### src/rtl/pc_source_reg.sv
// Next-PC source selector with integrated PC register. Holds the PC under stall
// and buffers the last valid redirect seen during a stall until release.
module pc_source_reg #(
    parameter int               WIDTH    = 32,
    parameter int               N_SRC    = 4,
    parameter int               SEL_W    = 2,
    parameter logic [WIDTH-1:0] RESET_PC = '0
) (
    input  logic                   clk,
    input  logic                   rst,
    input  logic [N_SRC*WIDTH-1:0] src_bus,
    input  logic [SEL_W-1:0]       sel,
    input  logic                   step,
    input  logic                   stall,
    output logic [WIDTH-1:0]       pc,
    output logic [WIDTH-1:0]       pc_prev,
    output logic                   pc_update,
    output logic                   redirect_pending,
    output logic                   sel_err
);

    logic [WIDTH-1:0] w_cand;
    logic             w_sel_ok;
    logic             w_step_ok;

    logic [WIDTH-1:0] r_pc;
    logic [WIDTH-1:0] r_pc_prev;
    logic             r_pc_update;
    logic             r_pending;
    logic [WIDTH-1:0] r_pend_val;
    logic             r_sel_err;

    // Explicit compare mux: out-of-range selects yield zero instead of an out-of-bounds slice.
    always_comb begin
        w_cand = '0;
        for (int i = 0; i < N_SRC; i++) begin
            if (sel == SEL_W'(i))
                w_cand = src_bus[i*WIDTH +: WIDTH];
        end
    end

    assign w_sel_ok  = (32'(sel) < N_SRC);
    assign w_step_ok = step & w_sel_ok;

    always_ff @(posedge clk) begin
        if (rst) begin
            r_pc        <= RESET_PC;
            r_pc_prev   <= RESET_PC;
            r_pc_update <= 1'b0;
            r_pending   <= 1'b0;
            r_pend_val  <= '0;
            r_sel_err   <= 1'b0;
        end else begin
            r_pc_update <= 1'b0;
            if (step && !w_sel_ok)
                r_sel_err <= 1'b1;
            // A bad select suppresses everything this cycle, including a pending apply.
            if (w_step_ok && !stall) begin
                r_pc        <= w_cand;
                r_pc_prev   <= r_pc;
                r_pc_update <= 1'b1;
                r_pending   <= 1'b0;
            end else if (w_step_ok && stall) begin
                r_pend_val  <= w_cand;
                r_pending   <= 1'b1;
            end else if (!step && !stall && r_pending) begin
                r_pc        <= r_pend_val;
                r_pc_prev   <= r_pc;
                r_pc_update <= 1'b1;
                r_pending   <= 1'b0;
            end
        end
    end

    assign pc               = r_pc;
    assign pc_prev          = r_pc_prev;
    assign pc_update        = r_pc_update;
    assign redirect_pending = r_pending;
    assign sel_err          = r_sel_err;

endmodule

### config.mk
export PLATFORM = sky130hd
export DESIGN_NAME = pc_source_reg
export DESIGN_NICKNAME = d
export VERILOG_FILES = /design/src/rtl/pc_source_reg.sv
export SDC_FILE = /design/constraint.sdc
export NUM_CORES = 1
export LEC_CHECK = 0
export ABC_AREA = 1
export ABC_CLOCK_PERIOD_IN_PS = 1400
export CAP_MARGIN = 20
export CORE_MARGIN = 3
export CORE_UTILIZATION = 43
export CTS_CLUSTER_SIZE = 30
export DETAILED_ROUTE_END_ITERATION = 8
export PLACE_DENSITY_LB_ADDON = 0.08
export SLEW_MARGIN = 25
export SYNTH_ARGS = -nofsm -noshare
export SYNTH_HDL_FRONTEND = slang
export SYNTH_SLANG_ARGS = --single-unit
### constraint.sdc
create_clock -name clk -period 1.4 [get_ports clk]
set_clock_uncertainty 0.05 [all_clocks]
set_input_delay 0.28 -clock clk [delete_from_list [all_inputs] [get_ports clk]]
set_output_delay 0.28 -clock clk [all_outputs]
set_load 0.01 [all_outputs]
# Word-level counts from Yosys, hierarchy flattened
# Index checks and enable logic that the tools add are counted.
[word_totals]
latchBits = 0
rom_bits = 0
input_bits = 134
ff_bits = 98
elab_cells = 37
out_inout_bits = 67
mem_bits_rw = 0
n_memories = 0
[classes]
shift = 0
n_mux = 15
reduce_logical = 12
div_mod_pow = 0
n_lt_le_gt_ge = 0
mul = 0
eq_ne = 4
bitwise_logic = 1
add_sub_neg = 0
[ops]
columns = ["cell", "n"]
rows = [
  ["two-way mux 32 bit", 10],
  ["two-way mux 1 bit", 5],
  ["equality test 2 bit, second input constant", 2],
  ["logical AND 1 bit", 4],
  ["AND reduction 2 bit", 2],
  ["nonzero test 2 bit", 2],
  ["equality test 2 x 1 -> 1 bit, second input constant", 1],
  ["logical NOT 1 bit", 2],
  ["logical NOT 2 bit", 1],
  ["!= test 2 bit, second input constant", 1],
  ["OR reduction 2 bit", 1],
  ["inverter 1 bit", 1],
]

# Longest topological paths before layout
[logic_depth]
word_depth = 6
mapped_depth = 9
mapped_depth_nobuf = 7

# Worst setup path after synthesis
# Ideal clock, no wire load.
[synth_timing]
path_type = "input to register"
from = "in sel[0]"
to = "reg r_pc[23] (netlist: pc[23])"
stages = 8
arrival_ns = 1.079
n_path_buf = 2
setup_time_ns = 0.121
slack_ns = 0.150
t_required_ns = 1.229
cell_sequence = "buf_6 > nand2_4 > clkbuf_1 > or2_2 > nand2_1 > nand2_1 > nand2_1 > a21oi_1"
[synth_between]
elab_chain_cells = 6
elab_cells_between_ends = 9
cone_classes = "eq/ne: 3; mux: 5; reduce/logical: 1"
[synth_lines]
columns = ["item", "line_no", "rtl"]
rows = [
  ["from (decl)", "12", "input logic [SEL_W-1:0] sel,"],
  ["logical NOT 2 bit", "37", "if (sel == SEL_W'(i))"],
  ["two-way mux 32 bit (3 in series)", "37", ""],
  ["two-way mux 32 bit (*)", "37", ""],
  ["two-way mux 32 bit (*)", "58", "if (w_step_ok && !stall) begin"],
  ["to (signal assigned)", "59", "r_pc <= w_cand;"],
  ["to (signal assigned)", "67", "r_pc <= r_pend_val;"],
  ["to (decl)", "26", "logic [WIDTH-1:0] r_pc;"],
]
# Every way passes the cells marked *; elsewhere a longest branch is shown, timed or not.
# A chain may end at the register's enable or synchronous reset.

# Worst setup path in the final report
[layout_timing]
from = "reg r_pc[13] (netlist: pc[13])"
to = "out pc[13]"
[layout_lines]
columns = ["item", "line_no", "rtl"]
rows = [
  ["to (decl)", "15", "output logic [WIDTH-1:0] pc,"],
]
# No word-level cell between the ends.

==> results summary <==
The cell area after layout is 7150 um2. Once placement finished, the instance area stood at 7030 um2. The routability congestion estimate from global placement is 0.913. The biggest area consumer among synthesized cells is sky130_fd_sc_hd__dfxtp_1. The number of max-cap violations is 0.

The synthesized net count is 815. The worst setup path is captured at an output pin. The worst-case register-to-register setup slack came out at 0.11 ns.

The fraction of synthesized cell area taken by the top area cell type is 0.407. The standard-cell row count is 38. The initial antenna violation count is 1. Synthesis inferred 98 register bits.

The initial DRC count is 486. The CTS buffer count is 9. STA classifies the critical path startpoint as a flip-flop. The remaining design rule violation count is 0. Summed over all cells, the static leakage comes to 0.00322 uW. The worst hold path terminates at redirect_pending.

The cell area power density came out at 883 nW/um2. After detailed routing, the average wire length per cell comes to 14.8 um. The number of cells traversed by the worst hold path came out at 3. The detailed-route via count came out at 5,205.

The number of enable-type register cells in the synthesized netlist is 0. Setup repair after global routing left no endpoint under its margin. Counting flops with an async set or reset pin after synthesis yields a share of 0. The worst setup path is of the reg -> out kind. The run finished with clean final reports. The total count of hold-check failures in the final report is 0. The global router's overall resource usage came out at 0.235.

The die boundary height came out at 112 um. The global-route wire length before repair is 24,200 um. The worst min-delay path startpoint is stall. After clock tree synthesis, the setup repair step added 0 buffers. The startpoint identified for the worst register-to-register timing path is redirect_pending.

The clock tree buffer depth is 2. OpenSTA, run right after detailed placement, puts the worst setup slack at -0.324 ns. The required time of the critical path came out at 1.07 ns.

The HPWL after detailed placement came out at 11,400 um. Clock tree synthesis selected as its root buffer the cell sky130_fd_sc_hd__clkbuf_8. The arrival time of the worst setup path came out at 1.02 ns. Ranked by instance count, the synthesized netlist is headed by sky130_fd_sc_hd__nand2_1 (130), sky130_fd_sc_hd__o21ai_0 (123), sky130_fd_sc_hd__dfxtp_1 (98). The leading register cell type out of synthesis is sky130_fd_sc_hd__dfxtp_1. Using the TritonRoute via totals, the vias-per-cell ratio works out to 5.15.

The remaining global-route overflow came out at 0. The signal on the critical path passes through dlygate4sd2_1. Subtracting the final worst setup slack from the clock period gives 1.35 ns.

The mean cell area of the mapped netlist came out at 7.08 um2. The number of synthesis warnings came out at 0. The worst register-to-register path ends at pc_prev[23].

The layout-stage area growth over the synthesis result is 48.3%. The worst slack on hold paths is 0.262 ns. The pin count of the biggest net entering global routing is 42. The startpoint of the most critical setup path is pc[13].

The antenna violation net count after detailed routing is 0. The maximum operating frequency is 742 MHz. The most common cell in the synthesized netlist is sky130_fd_sc_hd__nand2_1. The clock-pin transition on the worst setup and hold timing paths came out at 0.08 ns. In this run, post-CTS hold repair placed 0 buffers.

In the post-synthesis netlist, the biggest area contributors are sky130_fd_sc_hd__dfxtp_1 (41%), sky130_fd_sc_hd__o21ai_0 (13%), sky130_fd_sc_hd__nand2_1 (10%). The count of buffering cells on the critical path with inverters included came out at 1. The number of global-route vias before repair is 4,836. At the end of the flow, the number of nets in the layout was 999. Summed over all layers, the routed wires come to 14,900 um. The standard cell core area came out at 10,900 um2.

The die is 112 um wide. The post-layout utilization of the core came out at 0.656. On the worst path, the slowest cell contributes a delay of 0.38 ns.

The sequential area share after synthesis came out at 0.407. The summed instance area of the synthesized netlist came out at 4820 um2. The final setup violation count is 0. For this run, the detailed router's first-pass iteration total came to 5.

The die covers 12,500 um2. The clock net in this run drives a total of 98 sinks. The power after layout came out at 6310 uW.

The fraction of final layout cells with drive strength greater than 1 is 0.128. The highest ir drop seen on vdd is 0.598 mV. The setup slack after layout is 0.0525 ns. The number of I/O port buffers is 199. The gate count after technology mapping is 681. The number of pins with negative max-slew slack in the final report is 0. The number of cell instances on the worst register-to-register path came out at 6. The clock reaches the later pin of the worst-skew pair after 0.35 ns. TritonCTS built the clock tree. The number of H-tree branching levels is 3. The path class of the tightest hold or removal check is in -> reg. The maximum fanout along the worst path is 3. The slowest stage of the critical path belongs to the cell sky130_fd_sc_hd__dfxtp_1.

The unique cell type count in the Yosys netlist is 26. The top-level port count is 201. The starting density of the core came out at 0.443. The final cycle utilization of the critical path came out at 0.963.

The kind of cell with the highest combined delay along the critical path is flip-flops.
-- kinds of logic after synthesis --
kind of cell | synth area share
AOI/OAI and AO/OA | 0.209
buffers and inverters | 0.0704
DFF | 0.407
other | 0.000778
and+or+nand+nor | 0.313
-- stage by stage --
stage,TNS [ns],instances
final,0,1010
after global routing,0,1010
after CTS,0,1009
after detailed placement,-25.62,994
after global placement,-21.71,994
after floorplan,0,681
-- worst max-delay path by stage --
stage / to / cells past startpoint / slack [ns]
6_report: pc[13] / 1 / 0.05
5_1_grt: pc[2] / 1 / 0.002
4_1_cts: pc[22] / 1 / 0.02
3_5_place_dp: pc_prev[23] / 7 / -0.32
3_3_place_gp: pc[31] / 7 / -0.27
2_1_floorplan: pc[23] / 8 / 0.15
-- metal layers --
layer	wire, um	track usage	vias up
li1	-	-	2621
met5	0	0	-
met2	6520	0.349	214
met4	227	0.0616	0
met1	6870	0.329	2354
met3	1290	0.0777	16
-- worst reg2reg max path, cell delays in order (launching register included) --
cell	delay, ns
sky130_fd_sc_hd__dfxtp_1	0.37
sky130_fd_sc_hd__nor2_2	0.07
sky130_fd_sc_hd__nor2_4	0.20
sky130_fd_sc_hd__inv_1	0.10
sky130_fd_sc_hd__buf_4	0.20
sky130_fd_sc_hd__nor2_1	0.13
sky130_fd_sc_hd__nor2_1	0.07
-- cell type report --
cell class | instances | area (um2)
clock buffers | 12 | 155
repair buffers | 228 | 2280
inverters | 6 | 25.0
multi-input cells | 522 | 2520
well taps | 140 | 175
flip-flops and latches | 98 | 1970
clock inverters | 3 | 15.0
diodes | 1 | 2.50
fillers | 933 | 3740
-- what timing repair did --
item / CTS / global route
endpoints found under the setup margin: 66 / 31
gates cloned: 0 / 0
gates resized for setup: 67 / 15
pin swaps: 0 / 1
-- registers in the layout, indices dropped and copies added, names as in the netlist --
| register | flops |
|---|---|
| pc_update | 1 |
| pc | 32 |
| redirect_pending | 1 |
| pc_prev | 32 |
| r_pend_val | 32 |
-- cells in the final DEF, fill, tap and decap left out, types with 3 or more instances in the layout --
| cell | count |
|---|---|
| sky130_fd_sc_hd__clkbuf_8 | 11 |
| sky130_fd_sc_hd__a21oi_1 | 52 |
| sky130_fd_sc_hd__nand3_1 | 64 |
| sky130_fd_sc_hd__inv_1 | 3 |
| sky130_fd_sc_hd__a21oi_2 | 12 |
| sky130_fd_sc_hd__o21ai_1 | 5 |
| sky130_fd_sc_hd__dfxtp_2 | 10 |
| sky130_fd_sc_hd__o21ai_0 | 123 |
| sky130_fd_sc_hd__nor2_1 | 66 |
| sky130_fd_sc_hd__nand2_1 | 130 |
| sky130_fd_sc_hd__clkinv_2 | 3 |
| sky130_fd_sc_hd__or2_1 | 19 |
| sky130_fd_sc_hd__dfxtp_1 | 88 |
| sky130_fd_sc_hd__dlygate4sd2_1 | 62 |
| sky130_fd_sc_hd__buf_12 | 12 |
| sky130_fd_sc_hd__clkdlybuf4s50_1 | 129 |
| sky130_fd_sc_hd__or2_0 | 8 |
| sky130_fd_sc_hd__or2_2 | 37 |
| sky130_fd_sc_hd__clkdlybuf4s15_1 | 4 |
| sky130_fd_sc_hd__buf_4 | 17 |
-- where the power goes --
part | internal (uW) | switching, uW
Combinational | 822 | 758
Sequential | 3000 | 119
Clock | 726 | 886
Note: power is estimated with default switching activity, not from simulation.
